## src/rtl/asym_pack_pkg.sv

```systemverilog
// Shared helpers and default geometry for the narrow-write / wide-read packing FIFO.
package asym_pack_pkg;

  localparam int unsigned DEF_IN_WIDTH    = 4;
  localparam int unsigned DEF_OUT_WIDTH   = 16;
  localparam int unsigned DEF_DEPTH_WORDS = 16;

  // Ceiling log2; clog2(1) = 0.
  function automatic int unsigned clog2(input int unsigned v);
    int unsigned r;
    r = 0;
    while ((64'd1 << r) < 64'(v)) r++;
    return r;
  endfunction

  function automatic bit is_pow2(input int unsigned v);
    return (v != 0) && ((v & (v - 1)) == 0);
  endfunction

endpackage

```

## src/rtl/asym_ram_nw.sv

```systemverilog
// Single-clock memory: narrow write port, wide registered read port.
// Narrow entry word_addr*RATIO+lane maps to lane bits of the wide word.
module asym_ram_nw
  import asym_pack_pkg::*;
#(
  parameter int unsigned IN_WIDTH    = DEF_IN_WIDTH,
  parameter int unsigned OUT_WIDTH   = DEF_OUT_WIDTH,
  parameter int unsigned DEPTH_WORDS = DEF_DEPTH_WORDS
) (
  input  logic                                               i_clk,
  input  logic                                               i_we,
  input  logic [clog2(DEPTH_WORDS*(OUT_WIDTH/IN_WIDTH))-1:0] i_waddr,
  input  logic [IN_WIDTH-1:0]                                i_wdata,
  input  logic                                               i_re,
  input  logic [clog2(DEPTH_WORDS)-1:0]                      i_raddr,
  output logic [OUT_WIDTH-1:0]                               o_rdata
);

  localparam int unsigned RATIO        = OUT_WIDTH / IN_WIDTH;
  localparam int unsigned NARROW_DEPTH = DEPTH_WORDS * RATIO;
  localparam int unsigned NARROW_AW    = clog2(NARROW_DEPTH);

  logic [IN_WIDTH-1:0]  r_mem [NARROW_DEPTH];
  logic [OUT_WIDTH-1:0] r_q;

  always_ff @(posedge i_clk) begin
    if (i_we) r_mem[i_waddr] <= i_wdata;
    if (i_re) begin
      for (int k = 0; k < int'(RATIO); k++) begin
        r_q[k*IN_WIDTH +: IN_WIDTH] <= r_mem[NARROW_AW'(32'(i_raddr) * RATIO + 32'(k))];
      end
    end
  end

  assign o_rdata = r_q;

endmodule

```

## src/rtl/asym_pack_fifo.sv

```systemverilog
// Packs RATIO narrow AXI-Stream elements (first one in the LSBs) into wide words,
// buffers them in an asymmetric RAM and drains them through a 2-entry output stage.
module asym_pack_fifo
  import asym_pack_pkg::*;
#(
  parameter int unsigned IN_WIDTH    = DEF_IN_WIDTH,
  parameter int unsigned OUT_WIDTH   = DEF_OUT_WIDTH,
  parameter int unsigned DEPTH_WORDS = DEF_DEPTH_WORDS
) (
  input  logic                             ap_clk,
  input  logic                             ap_rst_n,
  input  logic [IN_WIDTH-1:0]              s_axis_tdata,
  input  logic                             s_axis_tvalid,
  output logic                             s_axis_tready,
  output logic [OUT_WIDTH-1:0]             m_axis_tdata,
  output logic                             m_axis_tvalid,
  input  logic                             m_axis_tready,
  output logic [$clog2(DEPTH_WORDS+2):0]   occupancy
);

  localparam int unsigned RATIO        = OUT_WIDTH / IN_WIDTH;
  localparam int unsigned LOG2_RATIO   = clog2(RATIO);
  localparam int unsigned NARROW_DEPTH = DEPTH_WORDS * RATIO;
  localparam int unsigned NARROW_AW    = clog2(NARROW_DEPTH);
  localparam int unsigned WORD_AW      = clog2(DEPTH_WORDS);
  localparam int unsigned NPW          = NARROW_AW + 1;
  localparam int unsigned WPW          = WORD_AW + 1;
  localparam int unsigned OCC_W        = clog2(DEPTH_WORDS + 2) + 1;
  localparam logic [NPW-1:0] LANE_MASK = NPW'(RATIO - 1);

  if ((OUT_WIDTH % IN_WIDTH) != 0 || !is_pow2(RATIO) ||
      !is_pow2(DEPTH_WORDS) || DEPTH_WORDS < 2) begin : g_bad_cfg
    $error("asym_pack_fifo: illegal IN_WIDTH/OUT_WIDTH/DEPTH_WORDS combination");
  end

  logic [NPW-1:0]       r_wr_ptr;
  logic [WPW-1:0]       r_rd_word;
  logic                 r_head_vld, r_skid_vld, r_pend;
  logic [OUT_WIDTH-1:0] r_head, r_skid;
  logic [OCC_W-1:0]     r_occ;

  logic [WPW-1:0]       w_wr_word, w_committed;
  logic                 w_full, w_s_ready, w_wr_fire, w_commit;
  logic [1:0]           w_stage_cnt;
  logic                 w_rd_issue, w_m_valid, w_pop;
  logic [OUT_WIDTH-1:0] w_ram_q, w_m_data;
  logic                 w_head_vld_n, w_skid_vld_n;
  logic [OUT_WIDTH-1:0] w_head_n, w_skid_n;
  logic [OCC_W-1:0]     w_occ_n;

  // A partially filled word already owns its slot, so fullness uses the word pointer.
  assign w_wr_word   = WPW'(r_wr_ptr >> LOG2_RATIO);
  assign w_committed = w_wr_word - r_rd_word;
  assign w_full      = (w_committed == WPW'(DEPTH_WORDS));
  assign w_s_ready   = ap_rst_n & ~w_full;
  assign w_wr_fire   = s_axis_tvalid & w_s_ready;
  assign w_commit    = w_wr_fire & ((r_wr_ptr & LANE_MASK) == LANE_MASK);

  // Read data in flight counts against the 2-entry output stage.
  assign w_stage_cnt = 2'(r_head_vld) + 2'(r_skid_vld) + 2'(r_pend);
  assign w_rd_issue  = (w_committed != '0) && (w_stage_cnt < 2'd2);

  // Fresh RAM data is presented directly when the stage is empty (2-cycle latency).
  assign w_m_valid = r_head_vld | r_pend;
  assign w_m_data  = r_head_vld ? r_head : (r_pend ? w_ram_q : '0);
  assign w_pop     = w_m_valid & m_axis_tready;

  asym_ram_nw #(
    .IN_WIDTH    (IN_WIDTH),
    .OUT_WIDTH   (OUT_WIDTH),
    .DEPTH_WORDS (DEPTH_WORDS)
  ) u_ram (
    .i_clk   (ap_clk),
    .i_we    (w_wr_fire),
    .i_waddr (r_wr_ptr[NARROW_AW-1:0]),
    .i_wdata (s_axis_tdata),
    .i_re    (w_rd_issue),
    .i_raddr (r_rd_word[WORD_AW-1:0]),
    .o_rdata (w_ram_q)
  );

  // Output stage ordering is head, then skid, then the word arriving from RAM.
  always_comb begin
    w_head_vld_n = r_head_vld;
    w_head_n     = r_head;
    w_skid_vld_n = r_skid_vld;
    w_skid_n     = r_skid;
    if (w_pop) begin
      if (r_head_vld) begin
        if (r_skid_vld) begin
          w_head_n     = r_skid;
          w_skid_vld_n = r_pend;
          if (r_pend) w_skid_n = w_ram_q;
        end else begin
          w_head_vld_n = r_pend;
          w_skid_vld_n = 1'b0;
          if (r_pend) w_head_n = w_ram_q;
        end
      end else begin
        w_head_vld_n = 1'b0;
        w_skid_vld_n = 1'b0;
      end
    end else if (r_pend) begin
      if (!r_head_vld) begin
        w_head_vld_n = 1'b1;
        w_head_n     = w_ram_q;
      end else begin
        w_skid_vld_n = 1'b1;
        w_skid_n     = w_ram_q;
      end
    end
  end

  always_comb begin
    w_occ_n = r_occ;
    if (w_commit && !w_pop)      w_occ_n = r_occ + OCC_W'(1);
    else if (!w_commit && w_pop) w_occ_n = r_occ - OCC_W'(1);
  end

  always_ff @(posedge ap_clk) begin
    if (!ap_rst_n) begin
      r_wr_ptr   <= '0;
      r_rd_word  <= '0;
      r_head_vld <= 1'b0;
      r_skid_vld <= 1'b0;
      r_pend     <= 1'b0;
      r_head     <= '0;
      r_skid     <= '0;
      r_occ      <= '0;
    end else begin
      if (w_wr_fire)  r_wr_ptr  <= r_wr_ptr + NPW'(1);
      if (w_rd_issue) r_rd_word <= r_rd_word + WPW'(1);
      r_head_vld <= w_head_vld_n;
      r_head     <= w_head_n;
      r_skid_vld <= w_skid_vld_n;
      r_skid     <= w_skid_n;
      r_pend     <= w_rd_issue;
      r_occ      <= w_occ_n;
    end
  end

  assign s_axis_tready = w_s_ready;
  assign m_axis_tvalid = w_m_valid;
  assign m_axis_tdata  = w_m_data;
  assign occupancy     = r_occ;

endmodule

```

## config.mk

```make
export PLATFORM = sky130hd
export DESIGN_NAME = asym_pack_fifo
export DESIGN_NICKNAME = d
export VERILOG_FILES = /design/src/rtl/asym_pack_pkg.sv /design/src/rtl/asym_ram_nw.sv /design/src/rtl/asym_pack_fifo.sv
export SDC_FILE = /design/constraint.sdc
export NUM_CORES = 1
export LEC_CHECK = 0
export BUFFER_PORTS_ARGS = -buffer_cell sky130_fd_sc_hd__buf_2
export CAP_MARGIN = 5
export CORE_UTILIZATION = 67
export CTS_CLUSTER_SIZE = 28
export DETAILED_ROUTE_END_ITERATION = 12
export GPL_TIMING_DRIVEN = 0
export PLACE_DENSITY = 0.85
export SYNTH_ARGS = -nofsm -noshare
export SYNTH_HDL_FRONTEND = slang
export SYNTH_HIERARCHICAL = 1
export SYNTH_SLANG_ARGS = --single-unit
```

## constraint.sdc

```tcl
create_clock -name ap_clk -period 8.5 [get_ports ap_clk]
set_input_delay 0.85 -clock ap_clk [delete_from_list [all_inputs] [get_ports ap_clk]]
set_output_delay 0.85 -clock ap_clk [all_outputs]
set_load 0.02 [all_outputs]
```

; ---- Word level (Yosys, flattened, before mapping)
; Memories as Yosys holds them, arrays and structs flattened. A register that Yosys moved wholly into a read port is not among the register bits.
; Cells that the tools add are included.
[op_classes]
order_cmp = 1
muxes = 26
add_sub_neg = 10
multipliers = 0
div = 0
reduce_logical = 13
shift = 0
bitwise = 6
n_eq_ne = 5
[ops]
columns = op, count
row1 = $mux W16, 13
row2 = $add A6 B1 Y6 const B, 2
row3 = $add A6 B2 Y6 const B, 2
row4 = $mux W6, 2
row5 = $mux W1, 11
row6 = $reduce_bool A2 Y1, 4
row7 = $add A7 B1 Y7 const B, 1
row8 = $sub A6 B1 Y6 const B, 1
row9 = $add A5 B1 Y5 const B, 1
row10 = $eq A5 B5 Y1 const B, 1
row11 = $reduce_bool A5 Y1, 1
row12 = $sub A5 B5 Y5, 1
row13 = $and A1 B1 Y1, 4
row14 = $ne A2 B2 Y1 const B, 2
row15 = $reduce_and A4 Y1, 1
row16 = $logic_and A1 B1 Y1, 3
row17 = $reduce_and A3 Y1, 1
row18 = $add A1 B1 Y2, 1
row19 = $add A2 B1 Y2, 1
row20 = $eq A2 B2 Y1 const B, 1
row21 = $logic_not A1 Y1, 2
row22 = $lt A2 B2 Y1 const B, 1
row23 = $ne A2 B1 Y1 const B, 1
row24 = $reduce_and A2 Y1, 1
row25 = 2 further kinds, 2
[word_totals]
latchBits = 0
inputBits = 8
ramBits = 256
rom_bits = 0
word_cells = 70
register_bits = 53
mem_count = 1
output_inout_bits = 24
[memory_table]
columns = name, words, width, read_ports, rd_ports_with_merged_regs, write_ports, line
row1 = u_ram.r_mem, 64, 4, 4, 4, 1, asym_ram_nw.sv:23  ; logic [IN_WIDTH-1:0] r_mem [NARROW_DEPTH];

; ---- Longest topological paths before layout
; Gate-level depths: netlist of the first run.
[logic_depth]
word_depth = 10
depth_mapped = 15

; ---- Modules after synthesis
; The synthesis of the first run kept the hierarchy.
[by_module_without_submodules]
columns = module, area_each_um2, cells_each, instances
row1 = asym_ram_nw, 10543.9, 509, 1
row2 = asym_pack_fifo, 2982.9, 363, 1

; ---- Least setup slack after synthesis of the first run
; OpenSTA, ideal clock, no wires.
[synth_path]
path_kind = register -> register
start = reg r_rd_word[2]
end = reg r_occ[5], in the netlist occupancy[5]
path_slack_ns = 5.149
stages_incl_launch_ff = 15
arrival_ns = 3.280
n_path_buf = 0
required_ns = 8.428
synth_period_minus_slack_ns = 3.351
path_cell_list = dfxtp_1 inv_1 ha_1 nand3b_1 a211o_1 a211oi_2 and3b_1 and2_1 ha_1 inv_1 ha_1 and2_1 a22o_1 o211ai_1 mux2i_1
[synth_between]
elab_chain_len = 9
word_cells_on_any_way = 11
[synth_rtl]
columns = item, line
row1 = from (decl), asym_pack_fifo.sv:37  ; logic [WPW-1:0] r_rd_word;
row2 = from (signal assigned), asym_pack_fifo.sv:132  ; if (w_rd_issue) r_rd_word <= r_rd_word + WPW'(1);
row3 = $sub A5 B5 Y5 (*), asym_pack_fifo.sv:53  ; assign w_committed = w_wr_word - r_rd_word;
row4 = $eq A5 B5 Y1 (*), asym_pack_fifo.sv:54  ; assign w_full = (w_committed == WPW'(DEPTH_WORDS));
row5 = $not A1 Y1 (*), asym_pack_fifo.sv:55  ; assign w_s_ready = ap_rst_n & ~w_full;
row6 = $and A1 B1 Y1 (*), asym_pack_fifo.sv:55
row7 = $and A1 B1 Y1 (*), asym_pack_fifo.sv:56  ; assign w_wr_fire = s_axis_tvalid & w_s_ready;
row8 = $and A1 B1 Y1 (*), asym_pack_fifo.sv:57  ; assign w_commit = w_wr_fire & ((r_wr_ptr & LANE_MASK) == LANE_MASK);
row9 = $logic_not A1 Y1, asym_pack_fifo.sv:117  ; else if (!w_commit && w_pop) w_occ_n = r_occ - OCC_W'(1);
row10 = $logic_and A1 B1 Y1, asym_pack_fifo.sv:117
row11 = $reduce_bool A2 Y1 (no source line), --
row12 = to (signal assigned), asym_pack_fifo.sv:138  ; r_occ <= w_occ_n;
row13 = to (decl), asym_pack_fifo.sv:40  ; logic [OCC_W-1:0] r_occ;
; Mark *: on every way between the ends. The rest lies on a longest branch, timed or not.
; A chain may end at the register's enable or synchronous reset.

; ---- Worst setup path in the final report of the first run
[layout_path]
start = reg r_wr_ptr[2]
end = reg r_occ[5], in the netlist occupancy[5]
[layout_between]
elab_chain_len = 9
word_cells_on_any_way = 11
[layout_rtl]
columns = item, line
row1 = from (decl), asym_pack_fifo.sv:36  ; logic [NPW-1:0] r_wr_ptr;
row2 = from (signal assigned), asym_pack_fifo.sv:131  ; if (w_wr_fire) r_wr_ptr <= r_wr_ptr + NPW'(1);
row3 = $sub A5 B5 Y5 (*), asym_pack_fifo.sv:53
row4 = $eq A5 B5 Y1 (*), asym_pack_fifo.sv:54
row5 = $not A1 Y1 (*), asym_pack_fifo.sv:55
row6 = $and A1 B1 Y1 (*), asym_pack_fifo.sv:55
row7 = $and A1 B1 Y1 (*), asym_pack_fifo.sv:56
row8 = $and A1 B1 Y1 (*), asym_pack_fifo.sv:57
row9 = $logic_not A1 Y1, asym_pack_fifo.sv:117
row10 = $logic_and A1 B1 Y1, asym_pack_fifo.sv:117
row11 = $reduce_bool A2 Y1 (no source line), --
; Marked as above.

==> impl_metrics.py, run 1 <==
metrics = {
    "clocking": {
        "numClockSinks": 325,
        "clkLatencyLatePin_ns": 0.52,
        "holdBufCountCts": 0,
        "cts_setup_buffers": 0,
        "path_clk_slew_ns": 0.06,
        "clock_path_buffers": 3,
        "clockRootBuffer": "clkbuf_16",
        "cts_tree": "yes",
        "htreeDepth": 2,
        "post_cts_resized": 0,
        "cts_made_buffers": 34,
    },
    "placed_design": {
        "place_area_sq_mm": 0.01403,
        "portBuffers": 31,
        "globalplace.congestion": 0.8267,
        "place_inst": 1169,
        "dp_hpwl_um": 18440,
    },
    "drt": {
        "first_pass_iters": 9,
        "vias": 8099,
        "via_per_inst": 6.585,
        "drc": 0,
        "drtIter0Drc": 1098,
        "detail-route-antenna-nets": 0,
        "wl_per_cell_um": 24.05,
        "totalWireLength_um": 29580,
    },
    "sta": {
        "worst_pin_slew_ns": 1.153,
        "timing.final.max_slew_violations": 0,
        "fmax_ghz": 0.2656,
        "tns_ns": 0,
        "period_minus_slack_ns": 3.765,
        "fin_crit_sh": 0.4430,
        "hold_viol": 0,
        "setup_viol": 0,
        "fin_skew_ns": 0.01648,
        "relSlewSlack": 0.2312,
        "rsz0062_at_grt": "false",
    },
    "setup_path": {
        "cp_max_fo": 6,
        "arrival_ns": 4.20,
        "slowest_stage": "dfxtp_1",
        "crit_buf_inv": 2,
        "cp.required_ns": 8.94,
        "cpPeakStageDelay_ns": 0.46,
        "crit_family": "compound AO/OA/AOI/OAI gates",
        "crit_type": "reg -> reg",
        "start_kind": "flip-flop",
        "endpoint_kind": "flip-flop",
        "rrSetupSlack_ns": 4.73,
        "path_cells": "inv_1 -> ha_1 -> nand3b_1 -> a211o_1 -> a211oi_2 -> and3b_1 -> and2_1 -> ha_1 -> inv_1 -> ha_1 -> and2_1 -> a22o_1 -> o211ai_1 -> mux2i_1",
        "cp_common_cell": "ha_1",
    },
    "power_and_ir_drop": {
        "p_clk_frac": 0.328,
        "switchingPower_mw": 1.280,
        "p_per_area_mw_per_mm2": 291.5,
        "swShare": 0.2903,
        "p_seq_frac": 0.438,
        "comb_power_share": 0.234,
        "p_int_mw": 3.128,
        "p_leak_nw": 5.232,
        "peakVddDrop_v": 0.0002398,
    },
    "synth": {
        "syn_area_sq_mm": 0.01353,
        "synth_edf_count": 272,
        "ys_seq_elements": 325,
        "ys_types": 51,
        "syn_nets": 894,
        "async_reset_ff_frac": 0,
        "synth-seq-area-share": 0.6823,
        "synth_flop_cell": "edfxtp_1",
        "yosysWarnings": 6,
        "syn_avg_cell_area_sq_um": 15.51,
        "synthCells": 872,
    },
    "die": {
        "std_cell_rows": 51,
        "dieHeight_um": 144.1,
        "dieArea_sq_mm": 0.02076,
        "initial_utilization": 0.6882,
        "ioPinCount": 32,
        "core_area_sq_mm": 0.01965,
        "fp.dieW_um": 144.1,
    },
    "global_routing": {
        "grt_pass1_wl_um": 44500,
        "grt_usage": 0.2984,
        "antenna_found_initial": 0,
        "grt_overflow": 0,
        "grt_max_degree": 65,
        "grt_pass1_vias": 8059,
    },
    "run": {
        "cap_violations": 0,
    },
    "final_layout": {
        "final_core_util": 0.7694,
        "antennaDiodeCount": 0,
        "drive_above_1_share": 0.1637,
        "final_net_count": 962,
        "syn_to_final_growth_pct": 11.78,
        "final_cell_area_sq_mm": 0.01512,
        "fin_cells": 1230,
    },
    "status": {
        "status": "finished, final reports clean",
    },
    "worst_hold_path": {
        "min_path_type": "reg -> reg",
    },
}
[cell type report]
class | count | area, sq um
flip-flops and latches | 325 | 9229
fillers | 1078 | 4533
repair buffers | 32 | 170.2
inverters | 12 | 45.04
plain buffers | 49 | 247.7
multi-input cells | 486 | 4009
well taps | 265 | 331.6
clock inverters | 23 | 201.4
clock buffers | 38 | 887.1
[per-stage QoR]
step | hold slack [ns] | setup WS, ns | power (mW)
3_5_place_dp | 0.4570 | 4.745 | 2.970
2_1_floorplan | 0.4428 | 5.149 | 2.660
4_1_cts | 0.4651 | 4.728 | 4.414
5_1_grt | 0.4917 | 4.427 | 4.576
3_3_place_gp | 0.4470 | 4.837 | 2.926
6_report | 0.4647 | 4.735 | 4.408
[logic make-up after synthesis]
kind of cell	synth area share
muxes	0.1301
and+or+nand+nor	0.08565
adders and majority gates	0.01351
DFF	0.6823
AOI/OAI and AO/OA	0.06262
xor gates and xnor gates	0.004255
buffers and inverters	0.02164
[synth_stat cells (5+ instances only)]
master	n	area share
edfxtp_1	272	0.60
nand2_1	133	0.037
nor2_1	67	0.019
mux4_2	54	0.090
dfxtp_1	53	0.078
a22oi_1	32	0.018
clkbuf_1	32	0.0089
mux2i_1	28	0.021
o21ai_0	19	0.0070
a21boi_0	18	0.010
o211a_1	17	0.013
ha_1	13	0.012
inv_1	12	0.0033
nor2b_1	11	0.0051
and2_1	10	0.0046
mux4_1	10	0.019
nand2b_1	9	0.0042
nand3_1	9	0.0033
buf_2	7	0.0026
nor3_1	5	0.0018
[per-layer routing]
metal,wire length [um],global-route usage,part of all wire
met1,10870,0.3734,0.37
met3,2808,0.06192,0.095
met4,1173,0.1349,0.040
met2,14730,0.5050,0.50
met5,0,0,0
[layout by cell type (no fill, tap or decap), drive strengths merged, types with 5 or more instances in the layout]
cell type / synthesis / layout
buf: 15 / 47
nand2: 133 / 133
mux4: 64 / 64
a22oi: 32 / 32
nand3: 9 / 9
a21boi: 18 / 18
clkbuf: 33 / 71
inv: 12 / 14
nor2: 67 / 67
nor3: 5 / 5
nand2b: 9 / 9
dfxtp: 53 / 53
clkinv: 0 / 17
mux2i: 28 / 28
o21ai: 19 / 19
nor2b: 11 / 11
and2: 10 / 10
o211a: 17 / 17
edfxtp: 272 / 272
ha: 13 / 13
[flip-flops by register name (all words and copies together) (netlist names)]
name	count
r_skid_vld	1
r_skid	16
r_wr_ptr	7
u_ram/o_rdata	16
r_head	16
u_ram/r_mem	256
r_rd_word	5
r_pend	1
occupancy	6
r_head_vld	1
[tightest hold or removal path: cells and delay by family (launching register included)]
family | cells | cell delay [ns]
DFF | 1 | 0.31
AOI/OAI and AO/OA | 1 | 0.06
and+or+nand+nor | 1 | 0.05
[final timing paths]
path / start / to / depth (start not counted)
worst min register to register: r_skid[10]$_SDFFE_PN0P_ / r_skid[10]$_SDFFE_PN0P_ / 2
worst max-delay path: r_wr_ptr[2]$_SDFFE_PN0N_ / occupancy[5]$_SDFFE_PN0P_ / 14
worst max register to register: r_wr_ptr[2]$_SDFFE_PN0N_ / occupancy[5]$_SDFFE_PN0P_ / 14
worst min-delay path: r_skid[10]$_SDFFE_PN0P_ / r_skid[10]$_SDFFE_PN0P_ / 2
[power groups by stage]
| stage | sequential (mW) | clock, mW | combinational [mW] |
|---|---|---|---|
| floorplan | 1.95 | 0 | 0.709 |
| global placement | 1.96 | 0 | 0.966 |
| detailed placement | 1.96 | 0 | 1.01 |
| CTS | 1.93 | 1.46 | 1.02 |
| global route | 1.94 | 1.52 | 1.11 |
| finish | 1.93 | 1.45 | 1.03 |
Note: power is estimated with default switching activity, not from simulation.
==> inputs of run 2 (changes only) <==
- CORE_UTILIZATION: 67 -> 56
- PLACE_DENSITY: 0.85 -> 0.75
- clock period: 8.5 -> 3.3 ns (I/O delays scaled with it)
==> run 2 against run 1 <==
  * Final cell count rose by 5.0%
  * Highest routed layer unchanged
  * Via count decreased by 4.5%
  * Utilization down 11 points
  * Clock skew up 0.0026 ns
==> impl_metrics.py, run 2 (same netlist as run 1, synthesis figures left out) <==
metrics = {
    "final_layout": {
        "antennaDiodeCount": 0,
        "drive_above_1_share": 0.2169,
        "syn_to_final_growth_pct": 14.43,
        "fill_cells": 1635,
        "final_common_cell": "edfxtp_1",
        "final_net_count": 970,
        "mostFrequentLayoutCells": "edfxtp_1, nand2_1, mux4_2",
        "fin_cells": 1292,
        "largest_reg_flops": 256,
        "multiInputGateArea_sq_mm": 0.004188,
        "seqCellArea_sq_mm": 0.009244,
        "final_cell_area_sq_mm": 0.01548,
        "largest-register": "u_ram/r_mem",
    },
    "placed_design": {
        "portBuffers": 31,
        "place_inst": 1223,
        "dp_hpwl_um": 17960,
        "globalplace.congestion": 0.7845,
        "place_area_sq_mm": 0.01412,
    },
    "clocking": {
        "clkLatencyLatePin_ns": 0.51,
        "path_clk_slew_ns": 0.06,
        "htreeDepth": 2,
        "cts_tree": "yes",
        "clock_path_buffers": 3,
        "clockRootBuffer": "clkbuf_16",
        "holdBufCountCts": 0,
        "cts_made_buffers": 34,
        "numClockSinks": 325,
    },
    "worst_hold_path": {
        "hold_start": "ap_rst_n",
        "whs_path_depth": 3,
        "min_path_type": "in -> reg",
        "holdPathEnd": "r_wr_ptr[0]$_SDFFE_PN0N_",
    },
    "power_and_ir_drop": {
        "p_leak_nw": 5.299,
        "p_int_mw": 8.223,
        "swShare": 0.2831,
        "peakVddDrop_v": 0.0004627,
        "comb_power_share": 0.233,
        "p_per_area_mw_per_mm2": 741.1,
        "p_seq_frac": 0.435,
        "switchingPower_mw": 3.247,
        "p_clk_frac": 0.332,
    },
    "global_routing": {
        "antenna_found_initial": 0,
        "grt_usage": 0.2334,
        "grt_max_degree": 65,
        "grt_overflow": 0,
        "grt_pass1_vias": 7393,
        "grt_pass1_wl_um": 42150,
    },
    "setup_path": {
        "start_kind": "flip-flop",
        "slowest_stage": "dfxtp_4",
        "crit_type": "reg -> reg",
        "cpPeakStageDelay_ns": 0.39,
        "timing.rr.start": "r_rd_word[2]$_SDFFE_PN0P_",
        "r2r_cells": 14,
        "cp.required_ns": 3.72,
        "endpoint_kind": "flip-flop",
        "reg2reg_to": "occupancy[5]$_SDFFE_PN0P_",
        "path_cells": "inv_6 -> ha_4 -> nand3b_1 -> a211o_1 -> a211oi_4 -> and3b_1 -> and2_4 -> ha_4 -> inv_6 -> ha_4 -> a21o_1 -> a22o_1 -> o211ai_1 -> mux2i_1",
        "cp_max_fo": 6,
        "arrival_ns": 3.62,
        "rrSetupSlack_ns": 0.10,
        "cp_common_cell": "ha_4",
    },
    "sta": {
        "hold_viol": 0,
        "fin_skew_ns": 0.01912,
        "rsz0062_at_grt": "true",
        "worst_pin_slew_ns": 1.105,
        "tns_ns": 0,
        "fin_crit_sh": 0.9696,
        "setup_viol": 0,
        "worst_hold_slack_ns": 0.1691,
        "period_minus_slack_ns": 3.200,
        "fmax_ghz": 0.3125,
        "relSlewSlack": 0.2634,
        "timing.final.max_slew_violations": 0,
    },
    "drt": {
        "first_pass_iters": 5,
        "drtIter0Drc": 658,
        "vias": 7736,
        "drc": 0,
        "via_per_inst": 5.988,
        "wl_per_cell_um": 21.77,
        "detail-route-antenna-nets": 0,
        "totalWireLength_um": 28130,
    },
    "die": {
        "initial_utilization": 0.5729,
        "dieArea_sq_mm": 0.02478,
        "core_area_sq_mm": 0.02361,
        "ioPinCount": 32,
        "std_cell_rows": 56,
        "dieHeight_um": 157.4,
        "fp.dieW_um": 157.4,
    },
    "run": {
        "cap_violations": 0,
    },
    "status": {
        "status": "finished, final reports clean",
    },
}
[run 2: worst max-delay path by stage]
stage	start	end	slack (ns)	cells past startpoint
floorplan	r_rd_word[2]$_SDFFE_PN0P_	occupancy[5]$_SDFFE_PN0P_	0.02	14
global placement	r_wr_ptr[2]$_SDFFE_PN0N_	occupancy[5]$_SDFFE_PN0P_	-0.33	14
detailed placement	r_wr_ptr[2]$_SDFFE_PN0N_	occupancy[5]$_SDFFE_PN0P_	-0.42	14
CTS	r_wr_ptr[4]$_SDFFE_PN0N_	u_ram/r_mem[54][3]$_DFFE_PP_	-0.10	10
global route	r_rd_word[2]$_SDFFE_PN0P_	occupancy[5]$_SDFFE_PN0P_	-0.04	14
finish	r_rd_word[2]$_SDFFE_PN0P_	occupancy[5]$_SDFFE_PN0P_	0.10	14
[run 2: critical path: cells and delay by family, from the launching register on]
kind | cells | cell delay (ns)
AOI/OAI and AO/OA | 5 | 1.20
adders and majority gates | 3 | 0.65
and+or+nand+nor | 3 | 0.51
DFF | 1 | 0.39
muxes | 1 | 0.22
buffers and inverters | 2 | 0.13
[run 2: cell type report]
| class | instances | area share |
|---|---|---|
| buffer | 49 | 0.01609 |
| clock buffer | 47 | 0.06087 |
| clock inverter | 14 | 0.01107 |
| inverter | 12 | 0.003557 |
| multi-input combinational | 486 | 0.2706 |
| sequential | 325 | 0.5972 |
| tap | 319 | 0.02579 |
| timing repair buffer | 40 | 0.01487 |
[run 2: stage by stage]
stage	power, mW	setup slack (ns)	utilization
finish	11.47	0.1003	0.6555
global route	11.93	-0.03958	0.6555
CTS	11.49	-0.1017	0.6477
detailed placement	7.672	-0.4215	0.5981
global placement	7.582	-0.3337	0.5973
floorplan	6.860	0.01792	-
[run 2: metal layers]
| metal | vias to the layer above | routed length, um | GRT usage |
|---|---|---|---|
| li1 | 3512 | - | - |
| met1 | 3862 | 11620 | 0.3178 |
| met2 | 313 | 13870 | 0.3885 |
| met3 | 49 | 2014 | 0.03442 |
| met4 | 0 | 631 | 0.07721 |
| met5 | - | 0 | 0 |
[run 2: power groups by stage]
stage          clock network, mW  logic, mW  registers (mW)
5_1_grt                     4.02       2.88            5.02
3_3_place_gp                   0       2.52            5.06
2_1_floorplan                  0       1.84            5.02
4_1_cts                     3.87       2.64            4.97
6_report                    3.81       2.68            4.98
3_5_place_dp                   0       2.62            5.06
[run 2: timing repair]
action | 4_1_cts | 5_1_grt
resized for setup | 13 | 45
endpoints found under the setup margin | 72 | 171
buffers inserted | 3 | 5
pin swaps | 4 | 8
==> inputs of run 3 (changes only) <==
- ABC_AREA: not set -> 1
- CORE_UTILIZATION: 56 -> 57
- PLACE_DENSITY: 0.75 -> 0.76
==> run 3 against run 2 <==
  * Worst hold slack better by 0.020 ns
  * Non-clock buffer count is 19 higher
  * Sequential share of layout area is 3.6 points lower
  * Global-route usage is 6.6 points higher
  * Utilization is 0.32 points lower
  * Sequential power hardly changed
  * First-iteration DRC count is 130% higher
  * Critical path type unchanged
  * Largest cell class unchanged
  * Highest routed layer is now met5
==> impl_metrics.py, run 3 <==
metrics = {
    "status": {
        "status": "finished, final reports clean",
    },
    "sta": {
        "worst_pin_slew_ns": 1.271,
        "period_minus_slack_ns": 3.041,
        "setup_viol": 0,
        "tns_ns": 0,
        "fin_skew_ns": 0.01362,
        "relSlewSlack": 0.1529,
        "fin_crit_sh": 0.9215,
        "setup_slack_ns": 0.2592,
        "rsz0062_at_grt": "false",
        "fmax_ghz": 0.3289,
        "timing.final.max_slew_violations": 0,
        "hold_viol": 0,
    },
    "synth": {
        "synth_flop_cell": "edfxtp_1",
        "yosysMostFrequentCell": "nand2_1",
        "yosysWarnings": 6,
        "synthCells": 1572,
        "synth-seq-area-share": 0.6261,
        "yosys-top-cells-area": "edfxtp_1, nand2_1, nand3_1",
        "yosysTopAreaCell": "edfxtp_1",
        "syn_avg_cell_area_sq_um": 9.377,
        "ys_types": 34,
        "async_reset_ff_frac": 0,
        "synth_edf_count": 272,
        "syn_nets": 1594,
        "ys_seq_elements": 325,
        "netlist_top_cells_count": "nand2_1, edfxtp_1, inv_1",
        "syn_area_sq_mm": 0.01474,
        "synth_top_cell_area_share": 0.5541,
    },
    "final_layout": {
        "drive_above_1_share": 0.09561,
        "largest-register": "u_ram/r_mem",
        "mostFrequentLayoutCells": "nand2_1, edfxtp_1, inv_1",
        "syn_to_final_growth_pct": 11.77,
        "largest_reg_flops": 256,
        "final_core_util": 0.6523,
        "antennaDiodeCount": 0,
        "final_common_cell": "nand2_1",
        "final_net_count": 1663,
    },
    "placed_design": {
        "dp_hpwl_um": 25380,
        "portBuffers": 30,
        "dp_slack_ns": -0.02724,
        "globalplace.congestion": 0.9304,
    },
    "setup_path": {
        "cp.depth": 21,
        "cp_max_fo": 6,
        "start_kind": "flip-flop",
        "crit_family": "simple AND/OR/NAND/NOR gates",
        "rrSetupSlack_ns": 0.26,
        "crit_buf_inv": 2,
        "crit_type": "reg -> reg",
        "slowest_stage": "dfxtp_4",
        "arrival_ns": 3.41,
        "path_cells": "inv_1 -> ha_1 -> nand2_1 -> nand2_1 -> nand2_1 -> nand2_1 -> nand2_1 -> nand2_1 -> nand2_4 -> nand3_4 -> nor2_4 -> ha_4 -> clkinvlp_4 -> ha_4 -> nand3_1 -> a31oi_2 -> nor2_1 -> nand2_1 -> nand2_1 -> nand2_1 -> a21oi_1",
        "cpPeakStageDelay_ns": 0.38,
        "r2r_cells": 21,
        "cp.required_ns": 3.67,
        "cp_common_cell": "nand2_1",
        "endpoint_kind": "flip-flop",
    },
    "clocking": {
        "cts_made_buffers": 34,
        "cts_tree": "yes",
        "clock_path_buffers": 3,
        "htreeDepth": 2,
        "path_clk_slew_ns": 0.06,
        "holdBufCountCts": 0,
        "clockRootBuffer": "clkbuf_16",
        "clkLatencyLatePin_ns": 0.51,
        "numClockSinks": 325,
    },
    "power_and_ir_drop": {
        "peakVddDrop_v": 0.0004413,
        "p_leak_nw": 6.980,
        "fin_total_pwr_mw": 12.45,
        "p_per_area_mw_per_mm2": 755.4,
    },
    "drt": {
        "first_pass_iters": 7,
        "detail-route-antenna-nets": 0,
        "vias": 11300,
        "drtIter0Drc": 1523,
        "via_per_inst": 5.671,
        "wl_per_cell_um": 19.42,
        "drc": 0,
        "totalWireLength_um": 38700,
    },
    "die": {
        "std_cell_rows": 58,
        "initial_utilization": 0.5837,
        "core_area_sq_mm": 0.02525,
        "dieHeight_um": 162.8,
        "ioPinCount": 32,
        "fp.dieW_um": 162.8,
        "dieArea_sq_mm": 0.02651,
    },
    "global_routing": {
        "antenna_found_initial": 1,
        "grt_usage": 0.2994,
        "grt_overflow": 0,
        "grt_pass1_wl_um": 59240,
        "grt_max_degree": 65,
        "grt_pass1_vias": 10550,
    },
    "worst_hold_path": {
        "min_path_type": "in -> reg",
        "whs_path_depth": 3,
    },
    "run": {
        "cap_violations": 0,
    },
}
## run 3: changes by cell type in the layout (fill, tap and decap cells not counted), sizes merged, moves of 32 or more
cell,previous run,this run
nand2,133,457
mux4,64,0
nand3,9,237
a22oi,32,0
buf,55,88
inv,13,252
## run 3: power breakdown
part           switching (mW)  internal [mW]  total, mW
clock                    1.50           2.15       3.65
sequential              0.208           4.76       4.97
combinational            2.72           1.10       3.82
total                    4.43           8.02       12.4
## run 3: worst paths after layout
kind	from	to
setup / recovery	r_rd_word[1]$_SDFFE_PN0P_	occupancy[5]$_SDFFE_PN0P_
hold / removal	m_axis_tready	r_head[5]$_SDFFE_PN0P_
setup reg to reg	r_rd_word[1]$_SDFFE_PN0P_	occupancy[5]$_SDFFE_PN0P_
hold reg to reg	r_skid[1]$_SDFFE_PN0P_	r_skid[1]$_SDFFE_PN0P_
## run 3: final cells by class
type	instances	area, sq um
sequential	325	9243
fill	1981	8780
multi-input combinational	920	4227
inverter	252	949.7
clock buffer	46	940.9
buffer	75	419.2
tap	330	412.9
timing repair buffer	33	172.7
clock inverter	12	110.1
## run 3: stage by stage
stage | area [sq um] | hold slack (ns) | instances
after floorplan | 14740 | 0.4289 | 1572
after global placement | 15300 | 0.4431 | 1932
after detailed placement | 15300 | 0.4474 | 1932
after CTS | 16360 | 0.1697 | 1990
after global routing | 16470 | 0.1891 | 1993
final | 16470 | 0.1886 | 1993
## run 3: cell families (layout without fill, tap and decap cells)
| kind of cell | after synthesis | in the layout | synth area share |
|---|---|---|---|
| AO/OA/AOI/OAI | 79 | 79 | 0.02971 |
| adder cells (fa/ha/maj) | 14 | 14 | 0.01239 |
| buffers and inverters | 327 | 418 | 0.09261 |
| XOR/XNOR | 9 | 9 | 0.005347 |
| AND/OR/NAND/NOR | 818 | 818 | 0.2339 |
| flip-flops | 325 | 325 | 0.6261 |
## run 3: timing repair
item	in CTS	in global routing
gates resized for setup	3	19
setup endpoints to repair	2	177
pin swaps	0	2
buffers inserted	0	3
## run 3: tightest hold or removal path: cells and delay by family
kind / cells / cell delay [ns]
buffers and inverters: 1 / 0.14
AND/OR/NAND/NOR: 1 / 0.10
AO/OA/AOI/OAI: 1 / 0.07
## run 3: metal layers
metal  GRT usage  vias up  routed length (um)
met5           0        -                  11
met3     0.05755      129                4301
met2      0.4760      715               17600
met4      0.1381        2                1912
met1      0.3987     5210               14880
li1            -     5247                   -
